===== src/rtl/mem_arbiter.sv =====
// Purpose: arbitrates one shared memory port between the fetch stage and the data stage, data first with a fetch starvation guard.
// Latency: grant in the IDLE cycle, mem_req from the next cycle, ready pulse in the cycle mem_ack arrives (minimum 1 busy cycle).
// Backpressure: requesters hold their request until their ready pulse; a busy access waits on mem_ack indefinitely, with no preemption.
//
// Ports:
//   clk, reset                      - clock, asynchronous active-high reset
//   if_req/if_addr/if_flush         - fetch request, PC, redirect (discards an outstanding fetch)
//   d_req/d_we/d_addr/d_wdata       - data request, write enable, address, write data
//   mem_ack/mem_rdata               - memory completion and read data
//   mem_req/mem_we/mem_addr/mem_wdata - registered access to the shared memory port
//   imem_r/instr                    - fetch completion pulse and instruction word
//   d_r/d_rdata                     - data completion pulse and read data
module mem_arbiter #(
    parameter int STARVE_LIMIT = 4
) (
    input  logic        clk,
    input  logic        reset,
    input  logic        if_req,
    input  logic [15:0] if_addr,
    input  logic        if_flush,
    input  logic        d_req,
    input  logic        d_we,
    input  logic [15:0] d_addr,
    input  logic [15:0] d_wdata,
    input  logic        mem_ack,
    input  logic [15:0] mem_rdata,
    output logic        mem_req,
    output logic        mem_we,
    output logic [15:0] mem_addr,
    output logic [15:0] mem_wdata,
    output logic        imem_r,
    output logic [15:0] instr,
    output logic        d_r,
    output logic [15:0] d_rdata
);

    typedef enum logic [1:0] {
        IDLE    = 2'd0,
        IF_BUSY = 2'd1,
        D_BUSY  = 2'd2,
        IF_DROP = 2'd3
    } state_t;

    localparam logic [2:0] LIMIT = 3'(STARVE_LIMIT);

    state_t     state;
    logic [2:0] starve_cnt;
    logic       fetch_ok;
    logic       starved;

    // A flushing fetch is not a candidate this cycle, so it cannot claim the
    // starvation override either.
    assign fetch_ok = if_req && !if_flush;
    assign starved  = fetch_ok && (starve_cnt == LIMIT);

    always_ff @(posedge clk or posedge reset) begin
        if (reset) begin
            state      <= IDLE;
            starve_cnt <= 3'd0;
            mem_req    <= 1'b0;
            mem_we     <= 1'b0;
            mem_addr   <= 16'h0000;
            mem_wdata  <= 16'h0000;
        end else begin
            case (state)
                IDLE: begin
                    if (d_req && !starved) begin
                        state     <= D_BUSY;
                        mem_req   <= 1'b1;
                        mem_we    <= d_we;
                        mem_addr  <= d_addr;
                        mem_wdata <= d_wdata;
                        // Streak only counts while fetch is actually waiting.
                        if (if_req)
                            starve_cnt <= (starve_cnt == LIMIT) ? LIMIT : starve_cnt + 3'd1;
                        else
                            starve_cnt <= 3'd0;
                    end else if (fetch_ok) begin
                        state      <= IF_BUSY;
                        mem_req    <= 1'b1;
                        mem_we     <= 1'b0;
                        mem_addr   <= if_addr;
                        starve_cnt <= 3'd0;
                    end
                end
                IF_BUSY: begin
                    if (mem_ack) begin
                        state   <= IDLE;
                        mem_req <= 1'b0;
                    end else if (if_flush) begin
                        // Access already issued: keep the port until memory
                        // answers, then drop the result.
                        state <= IF_DROP;
                    end
                end
                D_BUSY, IF_DROP: begin
                    if (mem_ack) begin
                        state   <= IDLE;
                        mem_req <= 1'b0;
                    end
                end
                default: begin
                    state   <= IDLE;
                    mem_req <= 1'b0;
                end
            endcase
        end
    end

    // Flush in the completing cycle wins over delivering the instruction.
    assign imem_r  = (state == IF_BUSY) && mem_ack && !if_flush;
    assign d_r     = (state == D_BUSY) && mem_ack;
    assign instr   = mem_rdata;
    assign d_rdata = mem_rdata;

endmodule


===== config.mk =====
export PLATFORM = sky130hd
export DESIGN_NAME = mem_arbiter
export DESIGN_NICKNAME = d
export VERILOG_FILES = /design/src/rtl/mem_arbiter.sv
export SDC_FILE = /design/constraint.sdc
export NUM_CORES = 1
export LEC_CHECK = 0
export ABC_AREA = 0
export CAP_MARGIN = 40
export CORE_MARGIN = 8
export CORE_UTILIZATION = 40
export CTS_CLUSTER_SIZE = 14
export DETAILED_ROUTE_END_ITERATION = 10
export PLACE_DENSITY_LB_ADDON = 0.08
export RECOVER_POWER = 50
export SYNTH_ARGS = -nofsm -noshare
export SYNTH_HDL_FRONTEND = slang
export SYNTH_SLANG_ARGS = --single-unit

===== constraint.sdc =====
create_clock -name clk -period 4.4 [get_ports clk]
set_input_delay 0.88 -clock clk [delete_from_list [all_inputs] [get_ports clk]]
set_output_delay 0.88 -clock clk [all_outputs]
set_load 0.005 [all_outputs]

## Word level (Yosys, flattened, before mapping)

Index checks and enable logic that the tools add are counted.

- Register bits: 39
- Latch bits: 0
- Memory bits (writable): 0
- Memory bits (read-only): 0
- Bits of input ports: 71
- Output and inout bits: 68
- Logic and storage cells: 49
- Memories kept: 0

- Add/sub/neg operators: 1
- Multipliers: 0
- Divide/modulo/power cells: 0
- Magnitude comparators: 0
- Equality and inequality tests: 8
- Shift-type cells: 0
- Muxes and demuxes: 18
- Bitwise operators: 0
- Reduce and logical (&&, ||, !) cells: 16

Operator list:

| cell | count |
|---|---|
| 2-to-1 mux 16 bit | 2 |
| 2-to-1 mux 3 bit | 4 |
| 2-to-1 mux 2 bit | 5 |
| logical AND 1 bit | 6 |
| inequality test 3 bit (second input constant) | 2 |
| case mux 2 bit (3 select lines) | 1 |
| AND reduction 2 bit | 3 |
| 2-to-1 mux 1 bit | 5 |
| equality test 2 bit (second input constant) | 2 |
| adder 3 x 1 -> 3 bit (second input constant) | 1 |
| equality test 3 bit (second input constant) | 1 |
| AND reduction 3 bit | 1 |
| OR reduction 3 bit | 1 |
| equality test 2 x 1 -> 1 bit (second input constant) | 1 |
| zero test 1 bit | 2 |
| zero test 2 bit | 1 |
| inequality test 2 x 1 -> 1 bit (second input constant) | 1 |
| inequality test 2 bit (second input constant) | 1 |
| case mux 1 bit (2 select lines) | 1 |
| nonzero test 2 bit | 1 |
| OR reduction 2 bit | 1 |

## Longest topological paths before layout

Gate-level depths: netlist of the first run.

- Depth in word-level cells: 7
- Gate-level depth with buffers: 7
- Mapped depth without buffers: 5

## Least setup slack after synthesis of the first run

Ideal clock, no wire load.

- Kind: input -> output
- From: input port if_flush
- To: output port imem_r
- Data arrival time: 1.169 ns
- Data required time: 3.520 ns
- Slack: 2.351 ns
- Cell stages on the path: 1
- Path buffers: 0
- Cell sequence: nor4b_1

- Word-level cells in the longest chain between the ends: 2

RTL lines:

| element | line | text |
|---|---|---|
| start, declared | 20 | `input logic if_flush,` |
| zero test 1 bit | 111 | `assign imem_r = (state == IF_BUSY) && mem_ack && !if_flush;` |
| logical AND 1 bit | 111 |  |
| end, declared | 31 | `output logic imem_r,` |

No other way between the ends.

## Worst setup path in the final report of the first run

- From: input port mem_ack
- To: output port imem_r

- Word-level cells in the longest chain between the ends: 2

RTL lines:

| element | line | text |
|---|---|---|
| start, declared | 25 | `input logic mem_ack,` |
| logical AND 1 bit (2 in series) | 111 |  |

No other way between the ends.

==> results of run 1 <==
[stage by stage]
step / utilization (%) / total power, mW / cell area [um2] / hold slack (ps)
final: 55.33 / 1.666 / 3009 / 505.0
after floorplan: - / 0.9790 / 2216 / 481.4
after global placement: 53.23 / 1.375 / 2895 / 486.1
after detailed placement: 53.23 / 1.383 / 2895 / 491.3
after global routing: 55.33 / 1.791 / 3009 / 527.5
after CTS: 55.39 / 1.697 / 3013 / 509.4
[how the worst max path moves through the flow]
stage               slack (ps)      endpoint  startpoint  cells past startpoint
finish                    1310        imem_r     mem_ack                      3
global route               820  mem_addr[10]       reset                      3
CTS                       1290        imem_r     mem_ack                      3
detailed placement        1310   mem_addr[0]    if_flush                      4
global placement          1310        imem_r     mem_ack                      3
floorplan                 2350        imem_r    if_flush                      1
[sequential cells by signal, indices dropped and copies added, names as in the netlist]
signal      flops
state           2
mem_we          1
starve_cnt      3
mem_req         1
mem_addr       16
mem_wdata      16
[synth_stat cells (2+ instances only)]
library cell and instances:
and2_1 16, dfrtp_1 39, inv_1 21, a221oi_1 16, nor2_1 2, o2bb2ai_1 2, buf_4 32, buf_6 3
ha_1 2, a32o_1 2, clkbuf_1 6, o21ai_0 17, mux2_2 15, buf_2 6, a22oi_1 17
[worst max-delay path: cells and delay by family]
family                 cells  cell delay (ps)
and+or+nand+nor            1              240
buffers and inverters      2             1090
[logic make-up after synthesis]
group | count (synthesis) | share of synthesized area [%]
flip-flops | 39 | 44.04
buffers and inverters | 69 | 18.46
adder cells (fa/ha/maj) | 2 | 1.129
AO/OA/AOI/OAI | 59 | 19.14
AND/OR/NAND/NOR | 27 | 8.922
multiplexers | 16 | 8.300
[per-layer routing]
layer | up-vias | global-route usage, % | share of wire [%] | routed length [um]
met5 | - | 0 | 0 | 0
met3 | 34 | 4.738 | 8.1 | 470
met4 | 0 | 5.409 | 2.4 | 139
li1 | 818 | - | - | -
met2 | 71 | 21.84 | 44 | 2558
met1 | 813 | 18.48 | 46 | 2660
[cell type report]
cell class	count	share of cell area, %
clock buffers	6	2.744
clock inverters	2	1.164
inverters	22	2.744
multi-input cells	104	27.61
flip-flops and latches	39	32.43
well taps	72	2.994
repair buffers	92	30.31
[report_power, final]
group          total, mW  internal [mW]  switching [mW]  leakage [nW]
clock network      0.306          0.183           0.123        0.0612
logic              0.736          0.471           0.265         0.762
registers          0.624          0.530          0.0935         0.455
==> metrics.csv, run 1 <==
stage;metric;value;unit
timing;timing.final.crit_share;70.25;%
timing;worstMarginPinSlew;2075;ps
finish;nets;337;
floorplan;num_rows;27;
detailed_routing;dr_total_vias;1736;
run;maxCapViolCount;1;
finish;fin_cells;337;
place;port_buffers;90;
setup_path;rrSetupSlack;2450;ps
floorplan;die_w;90.43;um
synth;yosysTopAreaCellShare;44.04;%
synth;synth_top_area_cell;dfrtp_1;
global_route;grt_antenna_before_repair;0;
timing;rsz0062_at_grt;no;
timing;min_period;3091;ps
finish;seqCellArea;975.9;um2
floorplan;io_pins;139;
timing;finalWorstSetupSlack;1309;ps
setup_path;r2r-end;mem_addr[1];
place;dp_cells;329;
clock_tree;cts_sinks;39;
clock_tree;cts_buffer_depth;2;
setup_path;cp_max_fo;5;
setup_path;r2r_cells;3;
worst_hold_path;worstHoldPathCells;1;
finish;drive_gt1_share;10.57;%
synth;synth_nets;285;
timing;hold_violations;0;
place;place_ws;1309;ps
setup_path;cpPeakStageDelay;550;ps
finish;diodes;0;
synth;yosysSeqAreaShare;44.04;%
detailed_routing;detail-route-antenna-nets;0;
synth;synth_edf_count;0;
detailed_routing;wl;5828;um
finish;fillers;500;
clock_tree;clock-root-buffer;clkbuf_8;
clock_tree;h-tree-depth;2;
detailed_routing;drc_errors;0;
timing;slew_viol_final;40;
status;status;finished with violations;
synth;syn_inst;212;
setup_path;crit_required;3520;ps
setup_path;cp_data_arrival_time;2210;ps
synth;synth_cell_type_count;31;
setup_path;setup.worst_path.end_class;output port;
detailed_routing;drtIter0Drc;68;
finish;layout_commonest_cell;clkdlybuf4s50_1;
floorplan;core_area;0.005439;mm2
setup_path;timing.critical_path.mode_cell;clkdlybuf4s50_1;
floorplan;dieArea;0.008178;mm2
synth;yosys-top-cells-area;dfrtp_1, buf_4, mux2_2;
worst_hold_path;worst_hold_startpoint;mem_wdata[1];
timing;max-slew-margin-rel;-38.36;%
global_route;grt.overflow.total;0;
worst_hold_path;min_path_type;reg -> reg;
power;irDropWorstVdd;273.8;uV
finish;layout_common_cells;clkdlybuf4s50_1, dfrtp_1, inv_1;
global_route;grt_pass1_wl;9625;um
setup_path;crit_path_start_kind;input port;
synth;yosysWarnings;0;
global_route;grt_pass1_vias;1799;
power;p_leak;1.278;nW
finish;multi_input_area;830.8;um2
synth;syn_area;0.002216;mm2
setup_path;cp_slowest_cell;clkdlybuf4s50_1;
clock_tree;postCtsSetupRepairBufs;0;
floorplan;start_util;40.74;%
synth;synth_seq_cells;39;
place;detailed_place_hpwl;4096;um
place;gp_congestion;0.7305;
clock_tree;numCtsBuffers;5;
clock_tree;cts_resized;0;
global_route;grt_start_max_net_pins;40;
timing;setup-violations-final;0;
clock_tree;clk_latency;290;ps
timing;tns;0;ps
finish;area_delta_synth_final;35.80;%
detailed_routing;wl_per_cell;17.29;um
setup_path;r2r-start;state[1];
timing;fmax;323.5;MHz
power;pwr_density_cell;553.5;mW/mm2
clock_tree;path_clk_slew;70;ps
synth;synth_ff_type;dfrtp_1;
synth;postSynthAreaPerCell;10.45;um2
status;violations;capacitance limit, slew limit;
global_route;grt_usage;14.38;%
detailed_routing;drt-vias-per-instance;5.151;
clock_tree;cts_tree;done;
synth;async_flop_share;100.0;%
setup_path;path_cells;clkdlybuf4s50_1 -> nor4b_1 -> clkdlybuf4s50_1;
setup_path;crit_type;in -> out;
timing;finClkSkew;3.521;ps
clock_tree;hold_buffers;0;
floorplan;die_h;90.43;um
worst_hold_path;hold_end;mem_wdata[1];
detailed_routing;firstDrtPassIters;4;
Note: power is estimated with default switching activity, not from simulation.
==> inputs of run 2 (changes only) <==
- CORE_UTILIZATION: 40 -> 33
- clock period: 4.4 -> 2.5 ns (I/O delays scaled with it)
==> run 2 against run 1 <==
- the run now ends clean
- first-iteration DRC count increased by 12%
- setup slack got worse by 1100 ps
- worst hold slack got worse by 4.3 ps
- cell count increased by 3.6%
- total power increased by 70%
- largest power group unchanged
==> metrics.csv, run 2 (synthesis gave the netlist of run 1 again) <==
stage;metric;value;unit;change
setup_path;r2r-end;mem_addr[11];;
power;pwr-share-comb;46.4;%;+2.2 points
status;status;complete, no violations;;
power;swShare;30.68;%;+1.8 points
detailed_routing;detail-route-antenna-nets;0;;unchanged
setup_path;timing.critical_path.mode_cell;clkdlybuf4s50_1;;
timing;finClkSkew;4.024;ps;+0.5027 ps
worst_hold_path;hold_end;mem_wdata[2];;
setup_path;cpPeakStageDelay;560;ps;about the same
power;power_frac_seq;38.7;%;+1.3 points
setup_path;crit_type;in -> out;;
clock_tree;cts_tree;done;;
setup_path;cp_max_fo;5;;unchanged
power;p_sw;0.8689;mW;+81%
setup_path;r2r-start;state[1];;
detailed_routing;drtIter0Drc;76;;+12%
finish;drive_gt1_share;11.90;%;+1.3 points
timing;min_period;2339;ps;
finish;layout_common_cells;clkdlybuf4s50_1, dfrtp_1, inv_1;;
place;port_buffers;90;;unchanged
power;power;2.832;mW;+70%
setup_path;setup.worst_path.end_class;output port;;
floorplan;dieArea;0.009593;mm2;+17%
power;p_leak;1.277;nW;about the same
global_route;grt_pass1_vias;1885;;+4.8%
finish;layout_commonest_cell;clkdlybuf4s50_1;;
worst_hold_path;worst_hold_startpoint;mem_wdata[2];;
place;gp_congestion;0.7341;;+0.49%
setup_path;crit_buf_inv;2;;unchanged
detailed_routing;drt-vias-per-instance;5.066;;-1.7%
timing;max-slew-margin-rel;32.74;%;+71 points
detailed_routing;wl_per_cell;17.80;um;+2.9%
run;maxCapViolCount;0;;-1
timing;worstMarginPinSlew;1009;ps;-1066 ps
setup_path;path_cells;clkdlybuf4s50_1 -> nor4b_1 -> clkdlybuf4s50_1;;
timing;finalWorstSetupSlack;160.7;ps;-1148 ps
clock_tree;numCtsBuffers;5;;unchanged
finish;diodes;0;;unchanged
clock_tree;clk_latency;290;ps;about the same
floorplan;start_util;33.35;%;-7.4 points
worst_hold_path;min_path_type;reg -> reg;;
timing;timing.final.crit_share;93.57;%;
timing;hold_violations;0;;unchanged
timing;slew_viol_final;0;;-100%
setup_path;rrSetupSlack;490;ps;-1960 ps
global_route;grt_usage;12.64;%;-1.7 points
detailed_routing;firstDrtPassIters;4;;unchanged
finish;reg_top3;mem_addr: 16 flops, mem_wdata: 16 flops, starve_cnt: 3 flops;;
clock_tree;cts_sinks;39;;unchanged
clock_tree;path_clk_slew;80;ps;about the same
floorplan;die_w;97.95;um;+8.3%
timing;rsz0062_at_grt;no;;
detailed_routing;dr_total_vias;1768;;+1.8%
floorplan;num_rows;30;;+11%
setup_path;cp_top_family;buffers and inverters;;
global_route;grt.overflow.total;0;;unchanged
global_route;grt_antenna_before_repair;0;;unchanged
floorplan;core_area;0.006644;mm2;+22%
floorplan;io_pins;139;;unchanged
power;pwr-share-clk;14.9;%;-3.5 points
clock_tree;cts_buffer_depth;2;;unchanged
global_route;grt_pass1_wl;9832;um;+2.2%
floorplan;die_h;97.95;um;+8.3%
setup_path;crit_required;2000;ps;-1520 ps
finish;nets;341;;+1.2%
place;place_ws;172.9;ps;-1136 ps
setup_path;crit_path_start_kind;input port;;
power;pwr_density_cell;938.4;mW/mm2;+70%
clock_tree;hold_buffers;0;;unchanged
timing;fmax;427.5;MHz;
setup_path;cp_slowest_cell;clkdlybuf4s50_1;;
worst_hold_path;worstHoldPathCells;1;;unchanged
place;detailed_place_hpwl;4409;um;+7.6%
clock_tree;clock-root-buffer;clkbuf_8;;
setup_path;cp_data_arrival_time;1840;ps;-370 ps
global_route;grt_start_max_net_pins;40;;unchanged
finish;area_delta_synth_final;36.19;%;
clock_tree;h-tree-depth;2;;unchanged
power;irDropWorstVdd;413.0;uV;+51%
power;internal_power;1.963;mW;+66%
setup_path;r2r_cells;3;;unchanged
timing;setup-violations-final;0;;unchanged
timing;tns;0;ps;unchanged
detailed_routing;wl;6211;um;+6.6%
clock_tree;cts_resized;0;;unchanged
clock_tree;postCtsSetupRepairBufs;0;;unchanged
detailed_routing;drc_errors;0;;unchanged
## run 2: layout make-up
class / instances / area (um2)
well taps: 80 / 100.1
clock inverters: 2 / 12.51
clock buffers: 6 / 72.57
repair buffers: 96 / 943.4
inverters: 22 / 82.58
multi-input cells: 104 / 830.8
fillers: 670 / 3626
flip-flops and latches: 39 / 975.9
## run 2: worst register-to-register path: cells and delay by family (launching register included)
kind | cells | cell delay [ps]
compound gates | 2 | 910
simple gates | 1 | 550
flops | 1 | 410
## run 2: power groups by stage
stage          logic, mW  registers, mW  clock network [mW]
2_1_floorplan      0.601           1.12                   0
3_3_place_gp        1.34           1.11                   0
3_5_place_dp        1.35           1.11                   0
4_1_cts             1.35           1.10               0.447
5_1_grt             1.44           1.14               0.469
6_report            1.31           1.10               0.422
## run 2: worst max path at each step
| stage | cells past startpoint | slack [ps] | endpoint | from |
|---|---|---|---|---|
| 2_1_floorplan | 6 | 920 | mem_wdata[2] | starve_cnt[0] |
| 3_3_place_gp | 3 | 160 | imem_r | if_flush |
| 3_5_place_dp | 3 | 170 | imem_r | if_flush |
| 4_1_cts | 3 | 150 | imem_r | if_flush |
| 5_1_grt | 3 | 80 | imem_r | mem_ack |
| 6_report | 3 | 160 | imem_r | mem_ack |
## run 2: metal layers
layer  wire (um)  part of all wire [%]  track usage [%]
met1        2736                    44            15.76
met2        2882                    46            19.92
met3         461                   7.4            3.698
met4         130                   2.1            5.156
met5           0                     0                0
## run 2: metrics by stage
step | hold WS [ps] | instance area (um2) | util (%) | cells
after floorplan | 481.4 | 2216 | - | 212
after global placement | 487.2 | 2935 | 44.18 | 341
after detailed placement | 492.2 | 2935 | 44.18 | 341
after CTS | 511.9 | 3020 | 45.46 | 349
after global routing | 520.0 | 3018 | 45.42 | 349
final | 500.7 | 3018 | 45.42 | 349
==> inputs of run 3 (changes only) <==
- PLACE_DENSITY_LB_ADDON: 0.08 -> 0.12
==> run 3 against run 2 <==
- critical path depth unchanged
- cell count increased by 1.1%
- design area increased by 0.70%
- largest power group unchanged
- global-route usage decreased by 0.16 points
- die area unchanged
- clock skew increased by 4.2 ps
- first-iteration DRC count decreased by 36%
- critical path type unchanged
- sequential cell count unchanged
- largest cell class unchanged
- sequential power about the same
- combinational power about the same
- sequential share of layout area decreased by 0.23 points
- routed wire length decreased by 4.8%
==> metrics.csv, run 3 (synthesis gave the netlist of run 1 again) <==
stage;metric;value;unit;change
status;status;complete, no violations;;
floorplan;die_h;97.95;um;unchanged
setup_path;cp_data_arrival_time;1840;ps;about the same
clock_tree;cts_tree;done;;
setup_path;crit_required;2000;ps;about the same
timing;setup-violations-final;0;;unchanged
power;internal_power;1.973;mW;+0.50%
detailed_routing;wl;5915;um;-4.8%
finish;layout_commonest_cell;clkdlybuf4s50_1;;
finish;diodes;0;;unchanged
floorplan;start_util;33.35;%;unchanged
setup_path;crit_path_start_kind;input port;;
power;pwr-share-comb;46.5;%;about the same
detailed_routing;drc_errors;0;;unchanged
timing;timing.final.crit_share;93.41;%;-0.16 points
finish;area_delta_synth_final;37.15;%;
place;port_buffers;90;;unchanged
place;place_ws;137.9;ps;-35.01 ps
clock_tree;path_clk_slew;80;ps;about the same
timing;rsz0062_at_grt;no;;
clock_tree;postCtsSetupRepairBufs;0;;unchanged
timing;hold_violations;0;;unchanged
run;maxCapViolCount;0;;unchanged
finish;multi_input_area;830.8;um2;unchanged
floorplan;core_area;0.006644;mm2;unchanged
floorplan;io_pins;139;;unchanged
clock_tree;clock-root-buffer;clkbuf_8;;
setup_path;crit_type;in -> out;;
finish;drive_gt1_share;12.09;%;+0.19 points
global_route;grt_pass1_vias;1832;;-2.8%
clock_tree;clk_latency;290;ps;about the same
global_route;grt_pass1_wl;9687;um;-1.5%
finish;design_area;0.003039;mm2;+0.70%
setup_path;setup.worst_path.end_class;output port;;
place;detailed_place_hpwl;4332;um;-1.7%
floorplan;dieArea;0.009593;mm2;unchanged
finish;seqCellArea;975.9;um2;unchanged
detailed_routing;dr_total_vias;1709;;-3.3%
worst_hold_path;min_path_type;reg -> reg;;
global_route;grt.overflow.total;0;;unchanged
detailed_routing;wl_per_cell;16.76;um;-5.8%
timing;min_period;2335;ps;-4.097 ps
setup_path;cp-startpoint;mem_ack;;
timing;worstMarginPinSlew;791.0;ps;-217.9 ps
setup_path;r2r-end;starve_cnt[0];;
global_route;grt_usage;12.49;%;-0.16 points
detailed_routing;drt-vias-per-instance;4.841;;-4.4%
finish;layout_common_cells;clkdlybuf4s50_1, dfrtp_1, inv_1;;
finish;nets;345;;+1.2%
detailed_routing;drtIter0Drc;49;;-36%
place;gp_congestion;0.7597;;+3.5%
detailed_routing;detail-route-antenna-nets;0;;unchanged
timing;finClkSkew;8.260;ps;+4.236 ps
clock_tree;numCtsBuffers;5;;unchanged
floorplan;die_w;97.95;um;unchanged
timing;tns;0;ps;unchanged
place;place_area;0.002973;mm2;+1.3%
power;irDropWorstVdd;350.3;uV;-15%
power;p_sw;0.8593;mW;-1.1%
timing;slew_viol_final;0;;unchanged
power;power_frac_seq;38.8;%;about the same
finish;reg_top3;mem_addr: 16 flops, mem_wdata: 16 flops, starve_cnt: 3 flops;;
clock_tree;hold_buffers;0;;unchanged
clock_tree;cts_sinks;39;;unchanged
global_route;grt_antenna_before_repair;0;;unchanged
timing;hold_slack;505.5;ps;+4.836 ps
setup_path;r2r-start;state[1];;
finish;fillers;669;;-0.15%
clock_tree;h-tree-depth;2;;unchanged
setup_path;critPathCapture;imem_r;;
clock_tree;cts_buffer_depth;2;;unchanged
setup_path;r2r_cells;4;;+1
setup_path;cp_max_fo;5;;unchanged
setup_path;rrSetupSlack;740;ps;+250 ps
global_route;grt_start_max_net_pins;25;;-38%
power;pwr-share-clk;14.7;%;-0.2 points
timing;fmax;428.2;MHz;+0.18%
detailed_routing;firstDrtPassIters;4;;unchanged
power;p_leak;1.286;nW;+0.70%
floorplan;num_rows;30;;unchanged
timing;finalWorstSetupSlack;164.8;ps;+4.097 ps
clock_tree;cts_resized;0;;unchanged
power;pwr_density_cell;931.9;mW/mm2;-0.69%
timing;max-slew-margin-rel;47.27;%;+15 points
power;swShare;30.34;%;-0.34 points
==> run 3: through the flow <==
stage | util (%) | instances | power, mW
6_report | 45.74 | 353 | 2.832
5_1_grt | 45.74 | 353 | 3.043
4_1_cts | 46.03 | 353 | 2.906
3_5_place_dp | 44.75 | 345 | 2.467
3_3_place_gp | 44.52 | 344 | 2.450
2_1_floorplan | - | 212 | 1.723
==> run 3: metal layers <==
metal,share of wire (%),wire length [um],GRT usage [%]
met1,43,2549,15.57
met2,50,2956,20.23
met3,5.6,331,2.632
met4,1.3,77,5.516
met5,0,0,0
==> run 3: worst max-delay path, stage by stage <==
cell and delay, ps:
clkdlybuf4s50_1 530, nor4b_1 240, clkdlybuf4s50_1 560
==> run 3: how the worst min path moves through the flow <==
stage	start	endpoint	slack, ps	depth (start not counted)
CTS	reset	mem_wdata[7]	420	2
floorplan	starve_cnt[1]	starve_cnt[1]	480	1
global route	mem_wdata[11]	mem_wdata[11]	520	1
global placement	mem_wdata[0]	mem_wdata[0]	490	1
finish	mem_wdata[11]	mem_wdata[11]	510	1
detailed placement	mem_wdata[0]	mem_wdata[0]	490	1
==> run 3: final cells by class <==
type | count | share of cell area [%]
Sequential cell | 39 | 32.11
Clock inverter | 2 | 0.4117
Clock buffer | 6 | 2.388
Timing Repair Buffer | 100 | 31.74
Tap cell | 80 | 3.294
Inverter | 22 | 2.717
Multi-Input combinational cell | 104 | 27.34
==> run 3: power groups by stage <==
stage	Sequential, mW	Clock [mW]	Combinational [mW]
final	1.10	0.416	1.32
after global placement	1.11	0	1.34
after global routing	1.15	0.465	1.43
after CTS	1.10	0.442	1.36
after detailed placement	1.11	0	1.36
after floorplan	1.12	0	0.601
